### config.mk
export PLATFORM = sky130hd
export DESIGN_NAME = game_flow_ctrl_flat
export DESIGN_NICKNAME = d
export VERILOG_FILES = /design/src/rtl/game_flow_ctrl_if.sv /design/src/rtl/game_flow_ctrl.sv /design/src/flat_wrapper.sv
export SDC_FILE = /design/constraint.sdc
export NUM_CORES = 1
export LEC_CHECK = 0
export CORE_MARGIN = 10
export CORE_UTILIZATION = 25
export CTS_BUF_LIST = sky130_fd_sc_hd__clkbuf_4 sky130_fd_sc_hd__clkbuf_8
export DETAILED_ROUTE_END_ITERATION = 10
export GPL_TIMING_DRIVEN = 0
export PLACE_DENSITY = 0.45
export SLEW_MARGIN = 20
export SYNTH_ARGS = -nofsm -noshare
export SYNTH_HDL_FRONTEND = slang
export SYNTH_SLANG_ARGS = --single-unit
### constraint.sdc
create_clock -name Clk -period 4.73 [get_ports Clk]
set_input_delay 0.946 -clock Clk [delete_from_list [all_inputs] [get_ports Clk]]
set_output_delay 0.946 -clock Clk [all_outputs]
set_load 0.05 [all_outputs]
### src/rtl/game_flow_ctrl_if.sv
// Bundle of gameplay inputs and status outputs between the game sequencer and
// the sprite/collision logic and screen mappers. The sequencer takes the slave
// modport; its environment takes master.
interface game_flow_ctrl_if;
  logic       frame_clk;
  logic       start_key;
  logic       point_evt;
  logic       hit_evt;
  logic       pause_key;
  logic [1:0] screen_sel;
  logic       is_won;
  logic       is_lost;
  logic [6:0] score;
  logic [3:0] score_tens;
  logic [3:0] score_ones;
  logic [1:0] lives;
  logic       game_active;
  logic       paused;

  modport master (
    output frame_clk, start_key, point_evt, hit_evt, pause_key,
    input  screen_sel, is_won, is_lost, score, score_tens, score_ones, lives,
           game_active, paused
  );

  modport slave (
    input  frame_clk, start_key, point_evt, hit_evt, pause_key,
    output screen_sel, is_won, is_lost, score, score_tens, score_ones, lives,
           game_active, paused
  );
endinterface

### src/rtl/game_flow_ctrl.sv
// Game sequencer: title / play / won / lost states, score (binary + BCD),
// lives, end-screen hold timer and screen-select for the VGA mux.
// Optional pause support is built when the macro PAUSE_EN is defined.
module game_flow_ctrl #(
  parameter int unsigned WIN_SCORE       = 20,
  parameter int unsigned START_LIVES     = 3,
  parameter int unsigned MAX_SCORE       = 99,
  parameter int unsigned END_HOLD_FRAMES = 300
) (
  input logic             Clk,
  input logic             Reset,
  game_flow_ctrl_if.slave bus
);

  localparam int unsigned HoldW = (END_HOLD_FRAMES > 2) ? $clog2(END_HOLD_FRAMES) : 1;
  localparam logic [HoldW-1:0] HoldLast = HoldW'(END_HOLD_FRAMES - 1);
  localparam logic [6:0] WinScore  = 7'(WIN_SCORE);
  localparam logic [6:0] MaxScore  = 7'(MAX_SCORE);
  localparam logic [1:0] LoadLives = 2'(START_LIVES);

  typedef enum logic [2:0] {
    StTitle,
    StPlay,
    StWon,
    StLost
`ifdef PAUSE_EN
    , StPaused
`endif
  } state_e;

  state_e           state_q, state_d;
  logic [6:0]       score_q, score_d;
  logic [3:0]       tens_q, tens_d;
  logic [3:0]       ones_q, ones_d;
  logic [1:0]       lives_q, lives_d;
  logic [HoldW-1:0] hold_q, hold_d;

  // Previous levels plus an arm bit per input: a level that is already high
  // when reset releases must drop once before it may produce an edge.
  logic       start_prev_q, frame_prev_q, pause_prev_q;
  logic [2:0] arm_q;
  logic       start_edge, frame_edge, pause_edge;

  logic [1:0] screen_sel_q, screen_sel_d;
  logic       is_won_q, is_won_d;
  logic       is_lost_q, is_lost_d;
  logic       active_q, active_d;
  logic       paused_q, paused_d;

  assign start_edge = bus.start_key & ~start_prev_q & arm_q[0];
  assign frame_edge = bus.frame_clk & ~frame_prev_q & arm_q[1];
  assign pause_edge = bus.pause_key & ~pause_prev_q & arm_q[2];

`ifndef PAUSE_EN
  logic unused_pause;
  assign unused_pause = pause_edge;
`endif

  // Next-state, score, lives and hold-timer update.
  always_comb begin
    state_d = state_q;
    score_d = score_q;
    tens_d  = tens_q;
    ones_d  = ones_q;
    lives_d = lives_q;
    hold_d  = hold_q;
    case (state_q)
      StTitle: begin
        if (start_edge) begin
          state_d = StPlay;
          score_d = 7'd0;
          tens_d  = 4'd0;
          ones_d  = 4'd0;
          lives_d = LoadLives;
          hold_d  = '0;
        end
      end
      StPlay: begin
        if (bus.point_evt && (score_q < MaxScore)) begin
          score_d = score_q + 7'd1;
          if (ones_q == 4'd9) begin
            ones_d = 4'd0;
            tens_d = tens_q + 4'd1;
          end else begin
            ones_d = ones_q + 4'd1;
          end
        end
        if (bus.hit_evt && (lives_q != 2'd0)) begin
          lives_d = lives_q - 2'd1;
        end
        // Decided on post-update values; loss wins over a simultaneous win.
        if (lives_d == 2'd0) begin
          state_d = StLost;
        end else if (score_d >= WinScore) begin
          state_d = StWon;
        end
`ifdef PAUSE_EN
        else if (pause_edge) begin
          state_d = StPaused;
        end
`endif
      end
      StWon, StLost: begin
        if (start_edge) begin
          state_d = StTitle;
          hold_d  = '0;
        end else if (frame_edge) begin
          if (hold_q == HoldLast) begin
            state_d = StTitle;
            hold_d  = '0;
          end else begin
            hold_d = hold_q + HoldW'(1);
          end
        end
      end
`ifdef PAUSE_EN
      StPaused: begin
        if (pause_edge) begin
          state_d = StPlay;
        end
      end
`endif
      default: state_d = StTitle;
    endcase
  end

  // Output decode from the next state so the registered outputs track state.
  always_comb begin
    screen_sel_d = 2'd0;
    is_won_d     = 1'b0;
    is_lost_d    = 1'b0;
    active_d     = 1'b0;
    paused_d     = 1'b0;
    case (state_d)
      StPlay:  begin screen_sel_d = 2'd1; active_d = 1'b1; end
      StWon:   begin screen_sel_d = 2'd2; is_won_d = 1'b1; end
      StLost:  begin screen_sel_d = 2'd2; is_lost_d = 1'b1; end
`ifdef PAUSE_EN
      StPaused: begin screen_sel_d = 2'd1; paused_d = 1'b1; end
`endif
      default: screen_sel_d = 2'd0;
    endcase
  end

  // State, datapath, edge detectors and registered outputs.
  always_ff @(posedge Clk or posedge Reset) begin
    if (Reset) begin
      state_q      <= StTitle;
      score_q      <= 7'd0;
      tens_q       <= 4'd0;
      ones_q       <= 4'd0;
      lives_q      <= 2'd0;
      hold_q       <= '0;
      start_prev_q <= 1'b0;
      frame_prev_q <= 1'b0;
      pause_prev_q <= 1'b0;
      arm_q        <= 3'b000;
      screen_sel_q <= 2'd0;
      is_won_q     <= 1'b0;
      is_lost_q    <= 1'b0;
      active_q     <= 1'b0;
      paused_q     <= 1'b0;
    end else begin
      state_q      <= state_d;
      score_q      <= score_d;
      tens_q       <= tens_d;
      ones_q       <= ones_d;
      lives_q      <= lives_d;
      hold_q       <= hold_d;
      start_prev_q <= bus.start_key;
      frame_prev_q <= bus.frame_clk;
      pause_prev_q <= bus.pause_key;
      arm_q        <= arm_q | ~{bus.pause_key, bus.frame_clk, bus.start_key};
      screen_sel_q <= screen_sel_d;
      is_won_q     <= is_won_d;
      is_lost_q    <= is_lost_d;
      active_q     <= active_d;
      paused_q     <= paused_d;
    end
  end

  assign bus.screen_sel  = screen_sel_q;
  assign bus.is_won      = is_won_q;
  assign bus.is_lost     = is_lost_q;
  assign bus.score       = score_q;
  assign bus.score_tens  = tens_q;
  assign bus.score_ones  = ones_q;
  assign bus.lives       = lives_q;
  assign bus.game_active = active_q;
  assign bus.paused      = paused_q;

endmodule

### src/flat_wrapper.sv
// flat-port wrapper written by rule: the top's interface ports become plain ports
module game_flow_ctrl_flat 
#(
  parameter int unsigned WIN_SCORE       = 20,
  parameter int unsigned START_LIVES     = 3,
  parameter int unsigned MAX_SCORE       = 99,
  parameter int unsigned END_HOLD_FRAMES = 300
)
  (Clk, Reset, bus_frame_clk, bus_start_key, bus_point_evt, bus_hit_evt, bus_pause_key, bus_screen_sel, bus_is_won, bus_is_lost, bus_score, bus_score_tens, bus_score_ones, bus_lives, bus_game_active, bus_paused);
  game_flow_ctrl_if bus_i ();
  input logic Clk;
  input logic Reset;
  input wire logic [$bits(bus_i.frame_clk)-1:0] bus_frame_clk;
  input wire logic [$bits(bus_i.start_key)-1:0] bus_start_key;
  input wire logic [$bits(bus_i.point_evt)-1:0] bus_point_evt;
  input wire logic [$bits(bus_i.hit_evt)-1:0] bus_hit_evt;
  input wire logic [$bits(bus_i.pause_key)-1:0] bus_pause_key;
  output wire logic [$bits(bus_i.screen_sel)-1:0] bus_screen_sel;
  output wire logic [$bits(bus_i.is_won)-1:0] bus_is_won;
  output wire logic [$bits(bus_i.is_lost)-1:0] bus_is_lost;
  output wire logic [$bits(bus_i.score)-1:0] bus_score;
  output wire logic [$bits(bus_i.score_tens)-1:0] bus_score_tens;
  output wire logic [$bits(bus_i.score_ones)-1:0] bus_score_ones;
  output wire logic [$bits(bus_i.lives)-1:0] bus_lives;
  output wire logic [$bits(bus_i.game_active)-1:0] bus_game_active;
  output wire logic [$bits(bus_i.paused)-1:0] bus_paused;
  assign bus_i.frame_clk = bus_frame_clk;
  assign bus_i.start_key = bus_start_key;
  assign bus_i.point_evt = bus_point_evt;
  assign bus_i.hit_evt = bus_hit_evt;
  assign bus_i.pause_key = bus_pause_key;
  assign bus_screen_sel = bus_i.screen_sel;
  assign bus_is_won = bus_i.is_won;
  assign bus_is_lost = bus_i.is_lost;
  assign bus_score = bus_i.score;
  assign bus_score_tens = bus_i.score_tens;
  assign bus_score_ones = bus_i.score_ones;
  assign bus_lives = bus_i.lives;
  assign bus_game_active = bus_i.game_active;
  assign bus_paused = bus_i.paused;
  game_flow_ctrl #(.WIN_SCORE(WIN_SCORE), .START_LIVES(START_LIVES), .MAX_SCORE(MAX_SCORE), .END_HOLD_FRAMES(END_HOLD_FRAMES)) u_core (.Clk(Clk), .Reset(Reset), .bus(bus_i));
endmodule
==> results of run 1 <==
-- metal layers --
metal	part of all wire, %	up-vias
li1	-	894
met3	4.3	11
met2	45	30
met5	0	-
met4	1.5	0
met1	49	861
-- through the flow --
step	setup WS [ns]	util (%)	cells	instance area [µm²]	hold WS (ns)
final	2.05	31.7	363	2740	0.497
after global routing	1.99	31.7	363	2740	0.517
after CTS	2.03	31.7	363	2740	0.508
after detailed placement	1.80	30.4	355	2630	0.490
after global placement	1.80	30.2	354	2610	0.480
after floorplan	2.54	-	219	2200	0.458
-- synthesized netlist by cell type, types with 3 or more instances --
cell                        n
sky130_fd_sc_hd__a31oi_1    6
sky130_fd_sc_hd__and2_1     3
sky130_fd_sc_hd__nand4b_1   5
sky130_fd_sc_hd__o21ai_0   10
sky130_fd_sc_hd__or4_1      3
sky130_fd_sc_hd__buf_2      5
sky130_fd_sc_hd__ha_1       6
sky130_fd_sc_hd__a31o_2     3
sky130_fd_sc_hd__inv_1     16
sky130_fd_sc_hd__nor3_1     3
sky130_fd_sc_hd__nand4_1    5
sky130_fd_sc_hd__o211ai_1   6
sky130_fd_sc_hd__dfrtp_1   38
sky130_fd_sc_hd__a21oi_1    5
sky130_fd_sc_hd__o22ai_1    6
sky130_fd_sc_hd__nand3_1   13
sky130_fd_sc_hd__nand2_1   12
sky130_fd_sc_hd__nor2b_1    4
sky130_fd_sc_hd__nor2_1     8
sky130_fd_sc_hd__and3b_1    3
sky130_fd_sc_hd__nand2b_1   5
-- layout make-up --
| type | count | area, µm² | area share [%] |
|---|---|---|---|
| Timing Repair Buffer | 28 | 290 | 10.6 |
| Sequential cell | 38 | 951 | 34.7 |
| Multi-Input combinational cell | 153 | 1110 | 40.7 |
| Clock buffer | 7 | 83.8 | 3.06 |
| Clock inverter | 1 | 30.0 | 1.10 |
| Inverter | 16 | 60.1 | 2.19 |
| Buffer | 12 | 75.1 | 2.74 |
| Tap cell | 108 | 135 | 4.93 |
-- flip-flops by register name, indices dropped and copies added (netlist names) --
signal                  cells
u_core.bus.score            7
u_core.start_prev_q         1
u_core.bus.is_lost          1
u_core.frame_prev_q         1
u_core.bus.game_active      1
u_core.bus.is_won           1
u_core.hold_q               9
u_core.arm_q                2
u_core.bus.score_ones       4
u_core.bus.score_tens       4
u_core.bus.lives            2
u_core.bus.screen_sel       2
u_core.state_q              3
-- how the worst min path moves through the flow --
stage	cells past startpoint	start	slack [ns]	end
detailed placement	1	u_core.arm_q[1]	0.49	u_core.arm_q[1]
global route	1	u_core.arm_q[1]	0.52	u_core.arm_q[1]
CTS	1	u_core.arm_q[1]	0.51	u_core.arm_q[1]
finish	1	u_core.arm_q[1]	0.50	u_core.arm_q[1]
floorplan	1	u_core.arm_q[1]	0.46	u_core.arm_q[1]
global placement	1	u_core.arm_q[1]	0.48	u_core.arm_q[1]
-- power groups by stage --
stage | Sequential (W) | Clock [W] | Combinational [W]
finish | 0.000417 | 0.000285 | 0.000333
global route | 0.000426 | 0.000312 | 0.000362
CTS | 0.000418 | 0.000301 | 0.000340
detailed placement | 0.000425 | 0 | 0.000339
global placement | 0.000425 | 0 | 0.000335
floorplan | 0.000520 | 0 | 0.000126
-- logic make-up (layout without fill, tap and decap cells) --
family | after synthesis | after routing | synth area share [%]
muxes | 3 | 3 | 1.48
buffers and inverters | 28 | 64 | 6.15
adders and majority gates | 6 | 6 | 3.42
and+or+nand+nor | 81 | 81 | 23.9
DFF | 38 | 38 | 43.3
AOI/OAI and AO/OA | 61 | 61 | 21.6
other | 1 | 2 | 0.171
==> qor.yml, run 1 <==
logic_synthesis:
  yosys_register_bits: 38
  synth.largest_area_cell: "sky130_fd_sc_hd__dfrtp_1"
  synth.lib_cells_used.distinct: 62
  synth_flop_cell: "sky130_fd_sc_hd__dfrtp_1"
  synth_area_per_cell_um2: 10.1
  synth.top_cells.by_area: "sky130_fd_sc_hd__dfrtp_1, sky130_fd_sc_hd__ha_1, sky130_fd_sc_hd__nand3_1, sky130_fd_sc_hd__inv_1, sky130_fd_sc_hd__o21ai_0"
  yosysWarningCount: 0
  syn-instance-count: 218
  number_of_enable_flip_flop_cells_after_synthesis: 0
  synth_top_area_share_pct: 43.3
  synth_async_sr_flop_share_pct: 100
  share_of_the_yosys_chip_area_belonging_to_registers_pct: 43.3
  syn-cell-area_um2: 2200
critical_path:
  cp.required_ns: 3.78
  end_kind: "output pin"
  critPathMaxFanout: 9
  worstReg2RegEnd: "u_core.state_q[0]"
  r2r.worst_path.cells: 5
  setup.worst_path.end: "bus_score[3]"
  worstPathBufferInverterCount: 1
  critical_path.slowest_cell: "sky130_fd_sc_hd__clkdlybuf4s50_1"
  critical_path.cell_chain: "clkdlybuf4s50_1"
  timing.critical_path.from: "u_core.bus.score[3]"
  critical_path.top_delay_family: "buffers and inverters"
  r2r_start: "u_core.bus.score[0]"
  path_class: "reg -> out"
  cpPeakStageDelay_ns: 0.88
  reg2reg_setup_slack_ns: 2.83
  cp_data_arrival_time_ns: 1.73
  cp.depth: 1
  timing.critical_path.from_type: "flip-flop"
place:
  detailed_place_hpwl_mm: 3.86
  final_weighted_congestion_of_routability_driven_global_placement: 0.795
  numPortBuffers: 27
pwr:
  power.switching_w: 0.000381
  seq_power_share_pct: 40.3
  static-leakage-power_nw: 1.12
  max_vdd_drop_v: 0.000127
  power.clock.fraction_pct: 27.5
  power-per-cell-area_nw_per_um2: 378
  finalPower_w: 0.00103
  p_int_w: 0.000654
  combinationalPowerShare_pct: 32.2
  power.switching_fraction_pct: 36.8
global_route:
  overflow: 0
  grt_pass1_vias: 1802
  grt_start_max_net_pins: 32
  global_route.usage.met1_pct: 11.0
  grt.met2_usage_pct: 12.8
  use_met3_pct: 2.31
  grt_antenna_before_repair: 0
  grt-busiest-layer: "met2"
  grt_pass1_wl_mm: 9.06
  track_usage_pct: 8.37
clocking:
  tritoncts_clock_tree: "built"
  clkSinkCount: 38
  numCtsBuffers: 5
  cts.clk_slew.worst_paths_ns: 0.08
  cts_root_buffer: "sky130_fd_sc_hd__clkbuf_8"
  clk-insertion-delay-late_ns: 0.29
  cts.repair_timing.setup_buffer_count: 0
  cts-htree-levels: 2
  post_cts_resize_count: 0
  cts_max_path_buffers: 2
  cts_hold_buffers: 0
timing:
  fin_crit_ns: 2.68
  setup_violations: 0
  final-hold-violation-count: 0
  finalSetupTns_ns: 0
  slew_violations: 0
  clock.fmax_mhz: 373
  worst_slew_pin_slew_ns: 0.814
  worst_slew_margin_rel_pct: 45.3
  unrepaired_setup_endpoints_after_global_routing: "no"
  final.setup_skew_ns: 0.00920
  fin_crit_sh_pct: 56.6
routing:
  via_per_inst: 4.95
  post_drt_wl_per_cell_um: 14.5
  detail_route.iter0.violations: 67
  route.detailed.drc: 0
  firstDrtPassIters: 4
  route.antenna.remaining_nets: 0
  detail_route.wirelength_mm: 5.27
  vias: 1796
floorplan:
  dieHeight_um: 114
  initial_core_util_pct: 25.4
  fp.coreArea_um2: 8640
  rows: 34
  die_width_um: 114
  num_io_pins: 30
  die_area_um2: 12900
job:
  cap_viol_max_count: 0
outcome:
  outcome: "finished, final reports clean"
hold_path:
  timing.hold.worst.class: "reg -> reg"
layout:
  final_layout_size_suffix_gt1_share_pct: 13.3
  number_of_diodes_added_for_antenna_fixing: 0
  flow.area_growth_from_synthesis_pct: 24.7
  layout_commonest_cell: "sky130_fd_sc_hd__dfrtp_1"
  layout.cells.most_common_list: "sky130_fd_sc_hd__dfrtp_1, sky130_fd_sc_hd__clkdlybuf4s50_1, sky130_fd_sc_hd__inv_1"
  fillers: 889
  layout.nets: 267
Power figures use the tool's default switching activity.
==> inputs of run 2 (changes only) <==
PLACE_DENSITY = 0.46   (was 0.45)
clock period = 2.2 ns   (was 4.73 ns; I/O delays follow)
==> run 2 against run 1 <==
Net effect:
- sequential power increased by 120%
- register-to-register slack got worse by 2.5 ns
- clock power rose by 83%
- die area did not move
- non-clock buffer count unchanged
- global-route usage up 0.12 points
- sequential share of layout area up 0.14 points
- core utilization is 0.13 points lower
- hold slack worse by 0.13 ns
- cell count did not move
- design area is 0.41% lower
- critical path type is now in -> reg
- largest power group unchanged
- highest routed layer unchanged
==> qor.yml, run 2 (synthesized netlist as in run 1, its figures left out) <==
clocking:
  cts.clk_slew.worst_paths_ns: 0.08  # about the same
  cts_max_path_buffers: 2  # unchanged
  cts-htree-levels: 2  # unchanged
  cts.repair_timing.setup_buffer_count: 0  # unchanged
  clk-insertion-delay-late_ns: 0.30  # about the same
  cts_root_buffer: "sky130_fd_sc_hd__clkbuf_8"
  tritoncts_clock_tree: "built"
  numCtsBuffers: 5  # unchanged
  clkSinkCount: 38  # unchanged
job:
  cap_viol_max_count: 0  # unchanged
timing:
  fin_crit_ns: 2.10
  worst_slew_pin_slew_ns: 0.840  # +0.0262 ns
  unrepaired_setup_endpoints_after_global_routing: "no"
  post_route_worst_setup_slack_ns: 0.101  # -1.95 ns
  final.setup_skew_ns: 0.00871  # -0.000481 ns
  slew_violations: 0  # unchanged
  fin_crit_sh_pct: 95.4
  final-hold-violation-count: 0  # unchanged
  setup_violations: 0  # unchanged
  finalSetupTns_ns: 0  # unchanged
  clock.fmax_mhz: 476
  whs_ns: 0.366  # -0.131 ns
  worst_slew_margin_rel_pct: 43.5  # -1.8 points
layout:
  fillers: 905  # +1.8%
  layout_commonest_cell: "sky130_fd_sc_hd__dfrtp_1"
  final_layout_size_suffix_gt1_share_pct: 13.3  # unchanged
  finish.cell_count_without_fillers: 363  # unchanged
  max_flop_register: "u_core.hold_q"
  flow.area_growth_from_synthesis_pct: 24.2
  largest_register_ff_count: 9  # unchanged
  layout.nets: 267  # unchanged
  number_of_diodes_added_for_antenna_fixing: 0  # unchanged
  layout.cells.most_common_list: "sky130_fd_sc_hd__dfrtp_1, sky130_fd_sc_hd__clkdlybuf4s50_1, sky130_fd_sc_hd__inv_1"
  final_cell_area_um2: 2730  # -0.41%
critical_path:
  cp_data_arrival_time_ns: 2.29  # +0.56 ns
  setup.worst_path.end: "u_core.bus.score_tens[0]"
  cp.required_ns: 2.39  # -1.39 ns
  reg2reg_setup_slack_ns: 0.30  # -2.53 ns
  r2r.worst_path.cells: 5  # unchanged
  end_kind: "flip-flop"
  timing.critical_path.from_type: "primary input"
  r2r_start: "u_core.bus.score[1]"
  worstReg2RegEnd: "u_core.state_q[0]"
  timing.critical_path.from: "bus_start_key"
  path_class: "in -> reg"
  critPathMaxFanout: 10  # +1
pwr:
  power-per-cell-area_nw_per_um2: 782  # +110%
  max_vdd_drop_v: 0.000248  # +95%
  static-leakage-power_nw: 1.16  # +3.5%
place:
  dp.cells: 355  # unchanged
  numPortBuffers: 27  # unchanged
  detailed_place_hpwl_mm: 3.84  # -0.41%
  final_weighted_congestion_of_routability_driven_global_placement: 0.805  # +1.3%
  pre_cts_ws_ns: -0.228  # -2.03 ns
  postPlaceCellArea_um2: 2630  # unchanged
floorplan:
  initial_core_util_pct: 25.4  # unchanged
  fp.coreArea_um2: 8640  # unchanged
  num_io_pins: 30  # unchanged
  die_area_um2: 12900  # unchanged
  die_width_um: 114  # unchanged
  rows: 34  # unchanged
  dieHeight_um: 114  # unchanged
global_route:
  track_usage_pct: 8.49  # +0.12 points
  grt_pass1_wl_mm: 9.16  # +1.1%
  grt_antenna_before_repair: 0  # unchanged
  overflow: 0  # unchanged
  grt_pass1_vias: 1801  # -0.055%
  grt_start_max_net_pins: 32  # unchanged
routing:
  vias: 1817  # +1.2%
  post_drt_wl_per_cell_um: 14.6  # +0.70%
  route.detailed.drc: 0  # unchanged
  detail_route.wirelength_mm: 5.30  # +0.70%
  detail_route.iter0.violations: 53  # -21%
  via_per_inst: 5.01  # +1.2%
  firstDrtPassIters: 4  # unchanged
  route.antenna.remaining_nets: 0  # unchanged
hold_path:
  timing.hold.worst.class: "in -> async"
outcome:
  outcome: "finished, final reports clean"
[run 2: changes by cell type in the layout (fill, tap and decap cells not counted)]
cell,change
sky130_fd_sc_hd__clkdlybuf4s50_1,-3
sky130_fd_sc_hd__clkbuf_8,+1
sky130_fd_sc_hd__dlymetal6s2s_1,+3
sky130_fd_sc_hd__clkinvlp_4,+1
sky130_fd_sc_hd__clkbuf_4,-2
sky130_fd_sc_hd__clkinv_2,+1
sky130_fd_sc_hd__bufinv_16,-1
[run 2: metal layers]
metal / wire [µm] / GRT usage [%]
met1: 2570 / 10.7
met2: 2480 / 13.6
met3: 224 / 3.10
met4: 34 / 1.69
met5: 0 / 0
[run 2: worst min-delay path by stage]
stage	endpoint	from	cells after the start
finish	u_core.frame_prev_q	Reset	2
global route	u_core.hold_q[8]	Reset	2
CTS	u_core.frame_prev_q	Reset	2
detailed placement	u_core.arm_q[1]	u_core.arm_q[1]	1
global placement	u_core.arm_q[1]	u_core.arm_q[1]	1
floorplan	u_core.arm_q[1]	u_core.arm_q[1]	1
[run 2: worst max-delay path, cell delays in order]
cell and delay (ns):
sky130_fd_sc_hd__clkdlybuf4s50_1 0.59, sky130_fd_sc_hd__nand3b_4 0.13, sky130_fd_sc_hd__or4_1 0.41, sky130_fd_sc_hd__buf_4 0.19, sky130_fd_sc_hd__a21oi_2 0.19, sky130_fd_sc_hd__mux2_1 0.33
[run 2: repair_timing]
action / CTS / global route
setup endpoints to repair: 0 / 3
gates resized for setup: 0 / 3
hold buffers: 0 / 0
[run 2: final cells by class]
| type | instances | area, µm² | share of cell area [%] |
|---|---|---|---|
| Sequential cell | 38 | 951 | 34.8 |
| Clock buffer | 6 | 82.6 | 3.03 |
| Tap cell | 108 | 135 | 4.95 |
| Timing Repair Buffer | 28 | 298 | 10.9 |
| Clock inverter | 2 | 12.5 | 0.459 |
| Multi-Input combinational cell | 153 | 1110 | 40.9 |
| Inverter | 16 | 60.1 | 2.20 |
| Buffer | 12 | 75.1 | 2.75 |
[run 2: metrics by stage]
step / power (W) / util [%]
after floorplan: 0.00139 / -
after global placement: 0.00163 / 30.2
after detailed placement: 0.00164 / 30.4
after CTS: 0.00218 / 31.5
after global routing: 0.00227 / 31.6
final: 0.00213 / 31.6
[run 2: power breakdown]
group / internal [W] / switching [W] / total, W
combinational: 0.000262 / 0.000453 / 0.000715
sequential: 0.000778 / 0.000119 / 0.000897
clock: 0.000252 / 0.000270 / 0.000522
==> inputs of run 3 (changes only) <==
CORE_UTILIZATION = 43   (was 25)
PLACE_DENSITY = 0.7   (was 0.46)
==> run 3 against run 2 <==
Net effect:
- clock skew about the same
- maximum frequency decreased by 1.7%
- cell count decreased by 11%
- routed wire length decreased by 8.5%
- register-to-register slack improved by 0.03 ns
- critical path depth decreased by 5
- setup slack got worse by 0.036 ns
- critical path type is now reg -> out
- largest cell class unchanged
==> qor.yml, run 3 (synthesized netlist as in run 1, its figures left out) <==
critical_path:
  worstReg2RegEnd: "u_core.bus.score_tens[0]"
  cp.required_ns: 1.76  # -0.63 ns
  reg2reg_setup_slack_ns: 0.33  # +0.03 ns
  critical_path.cell_chain: "clkdlybuf4s50_1"
  path_class: "reg -> out"
  timing.critical_path.from_type: "flip-flop"
  cp_data_arrival_time_ns: 1.69  # -0.60 ns
  critPathMaxFanout: 9  # -1
  cpPeakStageDelay_ns: 0.87  # +0.28 ns
  critical_path.top_delay_family: "buffers and inverters"
  end_kind: "output pin"
  timing.critical_path.from: "u_core.bus.score[0]"
  worstPathBufferInverterCount: 1  # -1
  cp.depth: 1  # -5
  r2r.worst_path.cells: 4  # -1
  r2r_start: "u_core.state_q[1]"
  setup.worst_path.end: "bus_score[0]"
  critical_path.slowest_cell: "sky130_fd_sc_hd__clkdlybuf4s50_1"
timing:
  whs_ns: 0.432  # +0.0654 ns
  slew_violations: 0  # unchanged
  fin_crit_ns: 2.13  # +0.0357 ns
  worst_slew_pin_slew_ns: 0.829  # -0.0111 ns
  final.setup_skew_ns: 0.00914  # +0.000426 ns
  final-hold-violation-count: 0  # unchanged
  clock.fmax_mhz: 468  # -1.7%
  unrepaired_setup_endpoints_after_global_routing: "no"
  setup_violations: 0  # unchanged
  fin_crit_sh_pct: 97.0  # +1.6 points
  worst_slew_margin_rel_pct: 44.3  # +0.75 points
layout:
  layout.nets: 267  # unchanged
  layout_commonest_cell: "sky130_fd_sc_hd__dfrtp_1"
  number_of_diodes_added_for_antenna_fixing: 0  # unchanged
  final_layout_size_suffix_gt1_share_pct: 13.3  # unchanged
  final_cell_area_um2: 2690  # -1.3%
  multiInputGateArea_um2: 1110  # unchanged
  register_area_um2: 951  # unchanged
  flow.area_growth_from_synthesis_pct: 22.6
  largest_register_ff_count: 9  # unchanged
  finish.cell_count_without_fillers: 322  # -11%
  fillers: 438  # -52%
  max_flop_register: "u_core.hold_q"
  final_core_util_pct: 55.6  # +24 points
  layout.cells.most_common_list: "sky130_fd_sc_hd__dfrtp_1, sky130_fd_sc_hd__clkdlybuf4s50_1, sky130_fd_sc_hd__inv_1"
floorplan:
  dieHeight_um: 91.5  # -20%
  rows: 25  # -26%
  initial_core_util_pct: 45.3  # +20 points
  die_area_um2: 8370  # -35%
  die_width_um: 91.5  # -20%
  num_io_pins: 30  # unchanged
  fp.coreArea_um2: 4850  # -44%
clocking:
  cts_root_buffer: "sky130_fd_sc_hd__clkbuf_8"
  cts-htree-levels: 2  # unchanged
  clkSinkCount: 38  # unchanged
  clk-insertion-delay-late_ns: 0.30  # about the same
  cts.clk_slew.worst_paths_ns: 0.08  # about the same
  cts_hold_buffers: 0  # unchanged
  tritoncts_clock_tree: "built"
  numCtsBuffers: 5  # unchanged
  cts_max_path_buffers: 2  # unchanged
place:
  dp.cells: 314  # -12%
  numPortBuffers: 27  # unchanged
  postPlaceCellArea_um2: 2580  # -1.7%
  final_weighted_congestion_of_routability_driven_global_placement: 0.844  # +4.9%
  detailed_place_hpwl_mm: 3.50  # -8.9%
outcome:
  outcome: "finished, final reports clean"
routing:
  detail_route.wirelength_mm: 4.85  # -8.5%
  detail_route.iter0.violations: 84  # +58%
  firstDrtPassIters: 4  # unchanged
  route.antenna.remaining_nets: 0  # unchanged
  post_drt_wl_per_cell_um: 15.1  # +3.1%
  via_per_inst: 5.55  # +11%
  route.detailed.drc: 0  # unchanged
  vias: 1787  # -1.7%
job:
  cap_viol_max_count: 0  # unchanged
pwr:
  power-per-cell-area_nw_per_um2: 818  # +4.6%
  static-leakage-power_nw: 1.14  # -1.6%
  finalPower_w: 0.00220  # +3.2%
  max_vdd_drop_v: 0.000548  # +120%
global_route:
  grt_pass1_vias: 1738  # -3.5%
  overflow: 0  # unchanged
  grt_pass1_wl_mm: 8.13  # -11%
  grt_start_max_net_pins: 24  # -25%
  track_usage_pct: 11.4  # +2.9 points
  grt_antenna_before_repair: 0  # unchanged
hold_path:
  timing.hold.worst.class: "in -> async"
run 3: worst min path at each step:
stage / start / endpoint / slack [ns]
after floorplan: u_core.arm_q[1] / u_core.arm_q[1] / 0.46
after global placement: u_core.arm_q[1] / u_core.arm_q[1] / 0.48
after detailed placement: u_core.arm_q[1] / u_core.arm_q[1] / 0.49
after CTS: Reset / u_core.bus.screen_sel[0] / 0.44
after global routing: Reset / u_core.bus.screen_sel[0] / 0.47
final: Reset / u_core.bus.screen_sel[0] / 0.43
run 3: layout make-up:
| class | instances | area share (%) |
|---|---|---|
| Buffer | 12 | 2.79 |
| Sequential cell | 38 | 35.3 |
| Clock buffer | 5 | 2.55 |
| Tap cell | 67 | 3.11 |
| Inverter | 16 | 2.23 |
| Timing Repair Buffer | 28 | 11.1 |
| Multi-Input combinational cell | 153 | 41.4 |
| Clock inverter | 3 | 1.49 |
run 3: per-layer routing:
| layer | vias up | GRT usage (%) | part of all wire [%] |
|---|---|---|---|
| met4 | 0 | 4.05 | 1.2 |
| met2 | 31 | 18.4 | 47 |
| met5 | - | 0 | 0 |
| li1 | 890 | - | - |
| met3 | 7 | 3.13 | 4.0 |
| met1 | 859 | 14.3 | 48 |
run 3: timing repair:
action	in CTS	in global routing
gates resized for setup	0	1
hold endpoints to repair	0	0
endpoints found under the setup margin	0	1
buffers inserted	0	0
run 3: power breakdown:
group / leakage [nW] / internal [W] / switching (W)
clock: 0.0579 / 0.000334 / 0.000256
combinational: 0.587 / 0.000265 / 0.000456
sequential: 0.499 / 0.000778 / 0.000116
total: 1.14 / 0.00138 / 0.000828
run 3: through the flow:
step                      setup slack (ns)  TNS, ns
after detailed placement            -0.236   -0.797
after CTS                           0.0393        0
after global routing               0.00765        0
after global placement              -0.203   -0.514
after floorplan                      0.186        0
final                               0.0654        0
run 3: worst register-to-register path: stages, from the launching register on:
cell and delay [ns]:
sky130_fd_sc_hd__dfrtp_1 0.49, sky130_fd_sc_hd__or4_1 0.53, sky130_fd_sc_hd__buf_4 0.19, sky130_fd_sc_hd__a21oi_2 0.20, sky130_fd_sc_hd__mux2_1 0.33
